--- src/rtl/rng_word_collector.sv ---
// Consumer end of the ring-oscillator RNG bit interface.
// Synchronizes the asynchronous done/bit pair, packs bits LSB-first into words,
// runs a repetition-count health test and hands words out over valid/ready.
module rng_word_collector #(
  parameter int unsigned WIDTH     = 8,
  parameter int unsigned REP_LIMIT = 16
) (
  input  logic             clk,
  input  logic             rst,
  input  logic             done_in,
  input  logic             rnd_bit_in,
  input  logic             clear,
  output logic [WIDTH-1:0] out_data,
  output logic             out_valid,
  input  logic             out_ready,
  output logic             overrun,
  output logic             health_fail
);

  localparam int unsigned CntW = $clog2(WIDTH);
  localparam int unsigned RunW = $clog2(REP_LIMIT + 1);
  localparam logic [CntW-1:0] LastIdx = CntW'(WIDTH - 1);
  localparam logic [RunW-1:0] RunLim  = RunW'(REP_LIMIT);

  typedef enum logic [0:0] {StCollect, StFail} state_e;

  state_e           state_q;
  logic             d_s1_q, d_s2_q, d_s3_q;
  logic             b_s1_q, b_s2_q;
  logic [CntW-1:0]  bit_cnt_q;
  logic [RunW-1:0]  run_q;
  logic             prev_q;
  logic [WIDTH-1:0] shreg_q;

  logic             capture;
  logic [RunW-1:0]  run_nxt;
  logic             trip;
  logic             last_bit;
  logic [WIDTH-1:0] word_nxt;
  logic             complete;

  // Two-flop synchronizers plus a third done flop for rising-edge detect.
  always_ff @(posedge clk) begin
    if (rst) begin
      d_s1_q <= 1'b0;
      d_s2_q <= 1'b0;
      d_s3_q <= 1'b0;
      b_s1_q <= 1'b0;
      b_s2_q <= 1'b0;
    end else begin
      d_s1_q <= done_in;
      d_s2_q <= d_s1_q;
      d_s3_q <= d_s2_q;
      b_s1_q <= rnd_bit_in;
      b_s2_q <= b_s1_q;
    end
  end

  // Next run count, trip detect and the word as it would look after this capture.
  always_comb begin
    capture = d_s2_q & ~d_s3_q;
    run_nxt = RunW'(1);
    // A zero run count marks "no previous bit since rst/clear".
    if ((run_q != '0) && (b_s2_q == prev_q)) begin
      run_nxt = (run_q == RunLim) ? run_q : run_q + RunW'(1);
    end
    trip     = (run_nxt == RunLim);
    last_bit = (bit_cnt_q == LastIdx);
    word_nxt = shreg_q;
    word_nxt[bit_cnt_q] = b_s2_q;
    complete = capture && !clear && (state_q == StCollect) && !trip && last_bit;
  end

  // Collector FSM: packing, repetition test and sticky health flag.
  always_ff @(posedge clk) begin
    if (rst) begin
      state_q     <= StCollect;
      health_fail <= 1'b0;
      bit_cnt_q   <= '0;
      run_q       <= '0;
      prev_q      <= 1'b0;
      shreg_q     <= '0;
    end else if (clear) begin
      state_q     <= StCollect;
      health_fail <= 1'b0;
      bit_cnt_q   <= '0;
      run_q       <= '0;
      prev_q      <= 1'b0;
    end else if (capture) begin
      unique case (state_q)
        StCollect: begin
          if (trip) begin
            // Tripping bit and partial word are both discarded.
            state_q     <= StFail;
            health_fail <= 1'b1;
            bit_cnt_q   <= '0;
          end else begin
            shreg_q   <= word_nxt;
            prev_q    <= b_s2_q;
            run_q     <= run_nxt;
            bit_cnt_q <= last_bit ? '0 : bit_cnt_q + CntW'(1);
          end
        end
        StFail: begin
          bit_cnt_q <= '0;
        end
      endcase
    end
  end

  // Output handshake; a completed word is dropped only when the held one is not taken.
  always_ff @(posedge clk) begin
    if (rst) begin
      out_data  <= '0;
      out_valid <= 1'b0;
      overrun   <= 1'b0;
    end else begin
      if (complete) begin
        if (!out_valid || out_ready) begin
          out_data  <= word_nxt;
          out_valid <= 1'b1;
        end
      end else if (out_valid && out_ready) begin
        out_valid <= 1'b0;
      end
      if (clear) begin
        overrun <= 1'b0;
      end else if (complete && out_valid && !out_ready) begin
        overrun <= 1'b1;
      end
    end
  end

endmodule

--- config.mk ---
export PLATFORM = sky130hd
export DESIGN_NAME = rng_word_collector
export DESIGN_NICKNAME = d
export VERILOG_FILES = /design/src/rtl/rng_word_collector.sv
export SDC_FILE = /design/constraint.sdc
export NUM_CORES = 1
export LEC_CHECK = 0
export ABC_CLOCK_PERIOD_IN_PS = 3100
export CAP_MARGIN = 20
export CORE_ASPECT_RATIO = 0.8
export CORE_MARGIN = 8
export CORE_UTILIZATION = 47
export CTS_CLUSTER_SIZE = 24
export DETAILED_ROUTE_END_ITERATION = 16
export PLACE_DENSITY = 0.79
export SLEW_MARGIN = 20
export SYNTH_ARGS = -nofsm -noshare
export SYNTH_HDL_FRONTEND = slang
export SYNTH_SLANG_ARGS = --single-unit
--- constraint.sdc ---
create_clock -name clk -period 3.1 [get_ports clk]
set_input_delay 0.465 -clock clk [delete_from_list [all_inputs] [get_ports clk]]
set_output_delay 0.465 -clock clk [all_outputs]
set_load 0.01 [all_outputs]
==> summary.md, run 1 <==
| Metric | Value |
|---|---|
| Status | completed |
| DRC violation count after routing | 0 |
| Crit Reg-Reg Startpoint | run_q[0]$_SDFFE_PP0P_ |
| Clock power share | 46.3% |
| Post-route cell area | 0.00202 mm^2 |
| Most common cell after layout, fill and taps aside | dfxtp_1 |
| Layout Nets | 204 |
| Sequential share of power | 49.5% |
| Largest net degree at the start of global routing | 23 |
| Cell taking the most area after synthesis | dfxtp_1 |
| Cells after Synth | roughly 180 |
| Yosys warning count | 0 |
| Pre-antenna DRT Iters | 4 |
| Synth Register Bits | 34 |
| Combinational share of power | roughly 4.2% |
| Remaining antenna violation count after routing | 0 |
| GRT Resource Usage Total | 12.3% |
| # IOs | 17 |
| Syn Nets | approximately 190 |
| Die width | 84.1 um |
| Crit Path Class | register to register |
| Fill cells | 304 |
| Vias | about 1300 |
| Core area | between 0.003 and 0.004 mm^2 |
| Sw power | 0.184 mW |
| Num rows | 19 |
| Initial antenna violation count | 0 |
| First-pass GRT wire length | slightly below 6000 um |
| Initial DRC Count | about 40 |
| Rel. slew slack | around 63% |
| PD cells | 444 mW/mm^2 |
| Minimum clock period | between 2 and 3 ns |
| Worst EP required | 3.28 ns |
| Post-detailed-placement half-perimeter wirelength | 2490 um |
| Hold-fix buffers, CTS | 0 |
| Unrepaired setup endpoints after global routing | no |
| Sequential-to-total area share from yosys stat | 39.1% |
| Overflow after GRT | 0 |
| CTS resizes | 0 |
| Clk_lat worst skew | around 0.29 ns |
| Worst hold margin | 0.440 ns |
| Starting Density | 49.9% |
| Fmax | 387 MHz |
| # diodes | 0 |
| Clk buf depth | 2 |
| WL per Instance | 15.0 um |
| Via density | 5.50 |
| TNS Setup | 0 ns |
| Layout cells sized above 1 | 16.5% |
| Max_cap viols | 0 |
| Max-slew violations | 0 |
| Startpoint types | register |
| Htree depth | 2 |
| Worst-path clk slew | 0.07 ns |
| CTS tree | done |
| Synthesized area per cell | between 9 and 10 um^2 |
| Synth cell types | 40 |
| Yosys top cell area share | 39.1% |
| Placer Congestion | 0.795 |
| Setup skew after layout | 0.00543 ns |
| Die height | 70.5 um |
| Worst Max-Slew Pin Slew | 0.559 ns |
| Die area | 0.00593 mm^2 |
| Leak | 0.803 nW |
| Final Cycle Share | between 80% and 90% |
| Post-synthesis instance area | 0.00174 mm^2 |
| Arrival time at the worst endpoint | 2.76 ns |
| Worst Hold Launch | d_s1_q$_SDFF_PP0_ |
| Final WL | 3540 um |
| CP startpoint | run_q[0]$_SDFFE_PP0P_ |
| Crit. End Element | register |
| Net Sw Frac | 20.5% |
| Port buffer count | 16 |
| Final hold viol count | 0 |
| Most frequent cells in the layout | dfxtp_1 (34), nor2b_1 (23), nor2_1 (19) |
| Pint | roughly 0.7 mW |
| Setup violations, final | 0 |
| Worst vdd ir | 358 uV |
| Worst Hold Class | register to register |
| Syn-to-layout area delta | 16.0% |
| CTS root buf | clkbuf_8 |
| DP Area | 0.00191 mm^2 |
| Num CTS Buffers | 5 |
| Ranking of synthesized cells by area | dfxtp_1 (39%), nor2b_1 (8.3%), mux2_4 (6.9%), mux2i_1 (5.2%), mux2_2 (5.2%) |
| Critical-path maximum fanout | 9 |
| Sink Count | 34 |
| # Post-CTS Setup Buffers | 0 |
| Vias in the first global route | 1288 |
## power groups by stage
| stage | clock, mW | combinational [mW] | sequential, mW |
|---|---|---|---|
| after floorplan | 0 | 0.0274 | 0.451 |
| after global placement | 0 | 0.0360 | 0.454 |
| after detailed placement | 0 | 0.0372 | 0.454 |
| after CTS | 0.419 | 0.0374 | 0.444 |
| after global routing | 0.442 | 0.0414 | 0.444 |
| final | 0.416 | 0.0374 | 0.444 |
## routing by layer
layer  track usage, %  vias up  part of all wire, %
met5                0        -                    0
met4             6.12        0                  2.8
met3             4.87       11                  3.4
met2             20.0       23                   49
met1             13.6      608                   45
li1                 -      655                    -
## sequential cells by signal, summed over array words and instances (netlist names)
name         flops
bit_cnt_q        3
b_s1_q           1
out_valid        1
d_s3_q           1
overrun          1
shreg_q          8
d_s1_q           1
b_s2_q           1
prev_q           1
out_data         8
health_fail      1
run_q            5
state_q          1
d_s2_q           1
## metrics by stage
stage,setup WS [ns],power (mW),utilization (%),cells
finish,0.514,0.897,57.9,236
global route,0.334,0.928,57.9,236
CTS,0.504,0.901,57.9,236
detailed placement,0.534,0.491,54.6,229
global placement,0.661,0.490,54.6,229
floorplan,0.898,0.479,-,181
## Yosys cell counts (all sizes together)
| master | count |
|---|---|
| o311ai | 1 |
| mux2i | 10 |
| nand2 | 4 |
| dfxtp | 34 |
| o21ai | 6 |
| a32o | 2 |
| ha | 4 |
| nor2 | 20 |
| and2 | 1 |
| nor2b | 23 |
| nand4b | 2 |
| or2 | 1 |
| nand2b | 3 |
| o22ai | 1 |
| o2111ai | 2 |
| a2111oi | 1 |
| or4 | 1 |
| nand3b | 2 |
| xnor2 | 1 |
| a2111o | 1 |
| a22o | 2 |
| nor3b | 3 |
| mux2 | 16 |
| nor3 | 3 |
| nand3 | 6 |
| a21oi | 8 |
| and3 | 1 |
| inv | 4 |
| xor2 | 2 |
| or3 | 1 |
| clkbuf | 8 |
| and4bb | 1 |
| or3b | 2 |
| buf | 4 |
## worst max-delay path: stages, from the launching register on
cell and delay, ns:
dfxtp_1 0.44, inv_1 0.14, ha_1 0.35, nor3_1 0.12
o21ai_0 0.16, a2111oi_2 0.38, or3_1 0.53, mux2_4 0.35
## final timing paths
check / end / slack [ns] / depth (start not counted)
max: shreg_q[5]$_SDFFE_PP0P_ / 0.51 / 7
min: d_s2_q$_SDFF_PP0_ / 0.44 / 1
max reg2reg: shreg_q[5]$_SDFFE_PP0P_ / 0.51 / 7
min reg2reg: d_s2_q$_SDFF_PP0_ / 0.44 / 1
## logic make-up (layout without fill, tap and decap cells)
logic type	after synthesis	after routing	share of synthesized area, %
buffers and inverters	16	29	4.38
adders and majority gates	4	4	2.87
muxes	26	26	18.5
xor gates and xnor gates	3	3	1.51
AOI/OAI and AO/OA	24	24	9.55
and+or+nand+nor	74	74	24.1
DFF	34	34	39.1
## final cells by class
class                           instances  area [um^2]  share of cell area, %
Multi-Input combinational cell        131          986                   48.8
Sequential cell                        34          681                   33.7
Timing Repair Buffer                   18          175                   8.66
Clock buffer                            6         82.6                   4.08
Tap cell                               42         52.6                   2.60
Clock inverter                          1         30.0                   1.49
Inverter                                4         15.0                  0.743
No activity file was read; power rests on OpenSTA's default activity.
==> run 2, diff against run 1 <==
Settings changed: ABC_CLOCK_PERIOD_IN_PS 3100 to 2600.
Clock period 3.1 ns to 2.6 ns, I/O delays scaled along.
==> summary.md, run 2 (same netlist as run 1, synthesis figures left out) <==
| Metric | Value |
|---|---|
| Unrepaired setup endpoints after global routing | no (unchanged) |
| Hold-fix buffers, CTS | 0 (unchanged) |
| Most common cell after layout, fill and taps aside | dfxtp_1 (unchanged) |
| Crit-path cells | inv_1, ha_1, or3b_4, mux2i_4, a2111oi_2, buf_4, nor2_4, mux2_2 (was inv_1, ha_1, nor3_1, o21ai_0, a2111oi_2, or3_1, mux2_4) |
| DRC violation count after routing | 0 (unchanged) |
| Leak | 0.796 nW (was 0.803 nW) |
| Vias | 1317 (was 1297) |
| WL per Instance | 15.7 um (was 15.0 um) |
| Initial DRC Count | 51 (was 41) |
| Vias in the first global route | 1401 (was 1288) |
| Die width | 84.1 um (unchanged) |
| Most frequent cells in the layout | dfxtp_1 (34), nor2b_1 (23), nor2_1 (19) (unchanged) |
| Top Registers | out_data (8), shreg_q (8), run_q (5) (unchanged) |
| Overflow after GRT | 0 (unchanged) |
| Syn-to-layout area delta | 15.4% (was 16.0%) |
| Slowest stage delay, CP | 0.43 ns (was 0.53 ns) |
| Port buffer count | 16 (unchanged) |
| Minimum clock period | 2.38 ns (was 2.59 ns) |
| Clk_lat worst skew | 0.29 ns (about the same) |
| Layout cells sized above 1 | 16.9% (was 16.5%) |
| Hold depth | 1 (unchanged) |
| Post-detailed-placement half-perimeter wirelength | 2650 um (was 2490 um) |
| Crit Reg-Reg Startpoint | run_q[0]$_SDFFE_PP0P_ (unchanged) |
| Max_cap viols | 0 (unchanged) |
| R2R Path End | out_data[6]$_SDFFE_PP0P_ (was shreg_q[5]$_SDFFE_PP0P_) |
| Fmax | 420 MHz (was 387 MHz) |
| Die height | 70.5 um (unchanged) |
| Worst-case reg-to-reg path depth | 8 (was 7) |
| First-pass GRT wire length | 6440 um (was 5950 um) |
| Placed Cells | 229 (unchanged) |
| Worst Max-Slew Pin Slew | 0.495 ns (was 0.559 ns) |
| Setup violations, final | 0 (unchanged) |
| Via density | 5.56 (was 5.50) |
| Final hold viol count | 0 (unchanged) |
| Pre-antenna DRT Iters | 4 (unchanged) |
| Num rows | 19 (unchanged) |
| Clk buf depth | 2 (unchanged) |
| Status | completed (unchanged) |
| Worst EP required | 2.78 ns (was 3.28 ns) |
| Remaining antenna violation count after routing | 0 (unchanged) |
| Htree depth | 2 (unchanged) |
| Worst-path clk slew | 0.07 ns (about the same) |
| GRT Resource Usage Total | 13.4% (was 12.3%) |
| Crit Path Class | register to register (unchanged) |
| Post-route cell area | 0.00201 mm^2 (was 0.00202 mm^2) |
| Num CTS Buffers | 5 (unchanged) |
| Final WL | 3720 um (was 3540 um) |
| Arrival time at the worst endpoint | 2.56 ns (was 2.76 ns) |
| Layout Nets | 204 (unchanged) |
| Multi-input logic area | 996 um^2 (was 986 um^2) |
| # IOs | 17 (unchanged) |
| Max-slew violations | 0 (unchanged) |
| Reg area | 681 um^2 (unchanged) |
| Worst Hold Launch | d_s1_q$_SDFF_PP0_ (unchanged) |
| Rel. slew slack | 66.9% (was 62.8%) |
| Final Cycle Share | 91.6% (was 83.4%) |
| Post-Layout Cell Count | 237 (was 236) |
| Worst Hold Class | register to register (unchanged) |
| CP delay by family, top | simple AND/OR/NAND/NOR gates (unchanged) |
| WP buf/inv | 2 (was 1) |
| Core area | 0.00349 mm^2 (unchanged) |
| Sink Count | 34 (unchanged) |
| CTS tree | done (unchanged) |
| WHS Endpoint | d_s2_q$_SDFF_PP0_ (unchanged) |
| Setup WS pre-CTS | 0.0698 ns (was 0.534 ns) |
| Largest net degree at the start of global routing | 23 (unchanged) |
| Starting Density | 49.9% (unchanged) |
| Fill cells | 303 (was 304) |
| Setup skew after layout | 0.00498 ns (was 0.00543 ns) |
| # diodes | 0 (unchanged) |
| Flop-to-flop setup slack | 0.22 ns (was 0.51 ns) |
| Critical-path top delay cell | or3b_4 (was or3_1) |
| Startpoint types | register (unchanged) |
| Critical-path maximum fanout | 10 (was 9) |
| DP Area | 0.00191 mm^2 (unchanged) |
| Placer Congestion | 0.834 (was 0.795) |
| Initial antenna violation count | 0 (unchanged) |
| Worst vdd ir | 523 uV (was 358 uV) |
| Worst hold margin | 0.434 ns (was 0.440 ns) |
| TNS Setup | 0 ns (unchanged) |
| CTS root buf | clkbuf_8 (unchanged) |
| Die area | 0.00593 mm^2 (unchanged) |
| PD cells | 486 mW/mm^2 (was 444 mW/mm^2) |
| Crit. End Element | register (unchanged) |
| # Post-CTS Setup Buffers | 0 (unchanged) |
| Worst setup margin | 0.220 ns (was 0.514 ns) |
==> run 2: cell types whose count changed in the layout (fill, tap and decap cells not counted) <==
cell,previous run,this run
nor2_4,0,1
nor2_2,1,0
clkinv_2,0,1
clkbuf_1,0,1
or3_1,1,0
or3_4,0,1
bufinv_16,1,0
==> run 2: worst max-delay path by stage <==
| stage | start | end | slack, ns | depth (start not counted) |
|---|---|---|---|---|
| 3_5_place_dp | run_q[0]$_SDFFE_PP0P_ | shreg_q[1]$_SDFFE_PP0P_ | 0.07 | 7 |
| 2_1_floorplan | run_q[0]$_SDFFE_PP0P_ | out_data[0]$_SDFFE_PP0P_ | 0.40 | 8 |
| 4_1_cts | run_q[0]$_SDFFE_PP0P_ | shreg_q[1]$_SDFFE_PP0P_ | 0.05 | 7 |
| 5_1_grt | run_q[0]$_SDFFE_PP0P_ | overrun$_SDFFE_PP0P_ | 0.05 | 8 |
| 3_3_place_gp | run_q[0]$_SDFFE_PP0P_ | shreg_q[0]$_SDFFE_PP0P_ | 0.15 | 7 |
| 6_report | run_q[0]$_SDFFE_PP0P_ | out_data[6]$_SDFFE_PP0P_ | 0.22 | 8 |
==> run 2: cell type report <==
type	instances	share of cell area, %
clock buffers	7	4.29
well taps	42	2.61
inverters	4	0.747
flip-flops and latches	34	33.9
repair buffers	18	8.71
multi-input cells	131	49.5
clock inverters	1	0.249
==> run 2: worst register-to-register path: stages (launching register included) <==
cell and delay [ns]:
dfxtp_1 0.37, inv_1 0.15, ha_1 0.22, or3b_4 0.43
mux2i_4 0.19, a2111oi_2 0.07, buf_4 0.20, nor2_4 0.27
mux2_2 0.38
==> run 2: per-stage QoR <==
| step | util (%) | power, mW |
|---|---|---|
| 6_report | 57.5 | 0.977 |
| 5_1_grt | 57.5 | 1.02 |
| 4_1_cts | 57.3 | 0.987 |
| 3_5_place_dp | 54.6 | 0.586 |
| 3_3_place_gp | 54.6 | 0.584 |
| 2_1_floorplan | - | 0.571 |
==> run 2: repair_timing <==
item | in CTS | in global routing
endpoints found under the setup margin | 0 | 16
endpoints found under the hold margin | 0 | 0
gates resized for setup | 0 | 2
==> run 2: per-layer routing <==
layer	GRT usage, %	wire length (um)	part of all wire (%)
met1	14.5	1600	43
met2	22.1	1840	49
met3	3.94	163	4.4
met4	9.18	122	3.3
met5	0	0	0
==> run 2: power by group <==
| group | switching, mW | internal, mW |
|---|---|---|
| clock network | 0.189 | 0.213 |
| registers | 0.00486 | 0.525 |
| logic | 0.0256 | 0.0198 |
==> run 3, diff against run 2 <==
Settings changed: ABC_CLOCK_PERIOD_IN_PS 2600 to 2200.
Clock period 2.6 ns to 2.2 ns, I/O delays scaled along.
==> summary.md, run 3 (same netlist as run 1, synthesis figures left out) <==
| Metric | Value |
|---|---|
| Slowest stage delay, CP | 0.41 ns (was 0.43 ns) |
| CTS root buf | clkbuf_8 (unchanged) |
| CP startpoint | run_q[0]$_SDFFE_PP0P_ (unchanged) |
| CP delay by family, top | simple AND/OR/NAND/NOR gates (unchanged) |
| Die height | 70.5 um (unchanged) |
| Starting Density | 49.9% (unchanged) |
| Arrival time at the worst endpoint | 2.37 ns (was 2.56 ns) |
| Setup skew after layout | 0.0111 ns (was 0.00498 ns) |
| Core area | 0.00349 mm^2 (unchanged) |
| DP Area | 0.00196 mm^2 (was 0.00191 mm^2) |
| Hold-fix buffers, CTS | 0 (unchanged) |
| Crit-path cells | inv_2, ha_4, or3b_4, mux2i_4, a2111oi_4, or3_4, buf_6, mux2_4 (was inv_1, ha_1, or3b_4, mux2i_4, a2111oi_2, buf_4, nor2_4, mux2_2) |
| Worst-case reg-to-reg path depth | 8 (unchanged) |
| Vias in the first global route | 1360 (was 1401) |
| Remaining antenna violation count after routing | 0 (unchanged) |
| # diodes | 0 (unchanged) |
| Overflow after GRT | 0 (unchanged) |
| WL per Instance | 16.6 um (was 15.7 um) |
| DRC violation count after routing | 0 (unchanged) |
| Post-detailed-placement half-perimeter wirelength | 2640 um (was 2650 um) |
| Critical-path maximum fanout | 5 (was 10) |
| Via density | 5.62 (was 5.56) |
| Final WL | 4060 um (was 3720 um) |
| Initial antenna violation count | 0 (unchanged) |
| Clk buf depth | 2 (unchanged) |
| Pre-antenna DRT Iters | 4 (unchanged) |
| Sink Count | 34 (unchanged) |
| Unrepaired setup endpoints after global routing | yes (was no) |
| Top Registers | out_data (8), shreg_q (8), run_q (5) (unchanged) |
| Layout cells sized above 1 | 25.1% (was 16.9%) |
| Crit Reg-Reg Startpoint | run_q[0]$_SDFFE_PP0P_ (unchanged) |
| GRT Resource Usage Total | 13.4% (about the same) |
| Critical-path top delay cell | or3b_4 (unchanged) |
| First-pass GRT wire length | 6620 um (was 6440 um) |
| Setup violations, final | 0 (unchanged) |
| Largest net degree at the start of global routing | 22 (was 23) |
| PD cells | 574 mW/mm^2 (was 486 mW/mm^2) |
| Instance count on the critical path | 8 (unchanged) |
| Htree depth | 2 (unchanged) |
| Fmax | 455 MHz (was 420 MHz) |
| Most frequent cells in the layout | dfxtp_1 (32), nor2b_1 (23), nor2_1 (19) (was dfxtp_1 (34), nor2b_1 (23), nor2_1 (19)) |
| Worst Hold Class | register to register (unchanged) |
| Worst-path clk slew | 0.08 ns (was 0.07 ns) |
| Flop-to-flop setup slack | 0.004 ns (was 0.22 ns) |
| Final Cycle Share | 99.8% (was 91.6%) |
| Leak | 0.847 nW (was 0.796 nW) |
| # IOs | 17 (unchanged) |
| Syn-to-layout area delta | 23.8% (was 15.4%) |
| TNS Setup | 0 ns (unchanged) |
| Num CTS Buffers | 5 (unchanged) |
| Max-slew violations | 0 (unchanged) |
| Initial DRC Count | 87 (was 51) |
| Rel. slew slack | 66.8% (was 66.9%) |
| Startpoint types | register (unchanged) |
| Vias | 1377 (was 1317) |
| Final hold viol count | 0 (unchanged) |
| Post-route cell area | 0.00216 mm^2 (was 0.00201 mm^2) |
| Most common cell after layout, fill and taps aside | dfxtp_1 (unchanged) |
| Crit. End Element | register (unchanged) |
| Fill cells | 289 (was 303) |
| Layout Nets | 212 (was 204) |
| Clk_lat worst skew | 0.29 ns (about the same) |
| CTS tree | done (unchanged) |
| Placer Congestion | 0.818 (was 0.834) |
| Minimum clock period | 2.20 ns (was 2.38 ns) |
| Worst Max-Slew Pin Slew | 0.497 ns (was 0.495 ns) |
| Status | completed (unchanged) |
| Port buffer count | 16 (unchanged) |
| Hold depth | 1 (unchanged) |
| Design Power | 1.24 mW (was 0.977 mW) |
| Die area | 0.00593 mm^2 (unchanged) |
| Num rows | 19 (unchanged) |
| Crit Path Class | register to register (unchanged) |
| Die width | 84.1 um (unchanged) |
| WP buf/inv | 2 (unchanged) |
| Worst EP required | 2.38 ns (was 2.78 ns) |
| Worst Hold Launch | d_s1_q$_SDFF_PP0_ (unchanged) |
| Worst vdd ir | 507 uV (was 523 uV) |
| Max_cap viols | 0 (unchanged) |
-- run 3: cell types whose count changed in the layout (fill, tap and decap cells not counted), moves of 2 or more --
| cell | before | now |
|---|---|---|
| ha_4 | 0 | 2 |
| dfxtp_1 | 34 | 32 |
| inv_1 | 4 | 2 |
| dfxtp_2 | 0 | 2 |
| buf_4 | 2 | 7 |
| ha_1 | 4 | 2 |
| inv_2 | 0 | 2 |
| buf_6 | 0 | 3 |
| clkbuf_8 | 6 | 8 |
-- run 3: repair_timing --
action	4_1_cts	5_1_grt
resized for setup	4	15
endpoints found under the hold margin	0	0
pin swaps	0	4
setup endpoints to repair	10	22
gates cloned	0	1
setup buffers	0	1
-- run 3: routing by layer --
metal | up-vias | share of wire (%) | global-route usage, %
met3 | 13 | 4.0 | 3.59
met4 | 0 | 2.5 | 4.97
li1 | 669 | - | -
met1 | 657 | 43 | 15.7
met2 | 38 | 51 | 22.8
met5 | - | 0 | 0
-- run 3: per-stage QoR --
stage | hold WS (ns) | setup slack [ns] | cells | utilization, %
3_5_place_dp | 0.429 | -0.00741 | 235 | 56.1
3_3_place_gp | 0.419 | 0.0502 | 235 | 56.1
5_1_grt | 0.470 | -0.0679 | 245 | 61.7
2_1_floorplan | 0.414 | 0.00825 | 181 | -
6_report | 0.441 | 0.00368 | 245 | 61.7
4_1_cts | 0.445 | 0.00846 | 243 | 59.7
-- run 3: where the power goes --
group / switching (mW) / internal [mW] / total (mW)
Clock: 0.235 / 0.316 / 0.551
Sequential: 0.00316 / 0.620 / 0.623
Combinational: 0.0357 / 0.0293 / 0.0650
-- run 3: layout make-up --
cell class / count / area, um^2 / area share (%)
timing repair buffer: 26 / 246 / 11.4
clock buffer: 8 / 110 / 5.10
inverter: 4 / 15.0 / 0.696
sequential: 34 / 683 / 31.7
tap: 42 / 52.6 / 2.44
multi-input combinational: 131 / 1050 / 48.7
-- run 3: final timing paths --
path / endpoint
hold reg to reg: d_s2_q$_SDFF_PP0_
hold / removal: d_s2_q$_SDFF_PP0_
setup reg to reg: shreg_q[7]$_SDFFE_PP0P_
setup / recovery: shreg_q[7]$_SDFFE_PP0P_
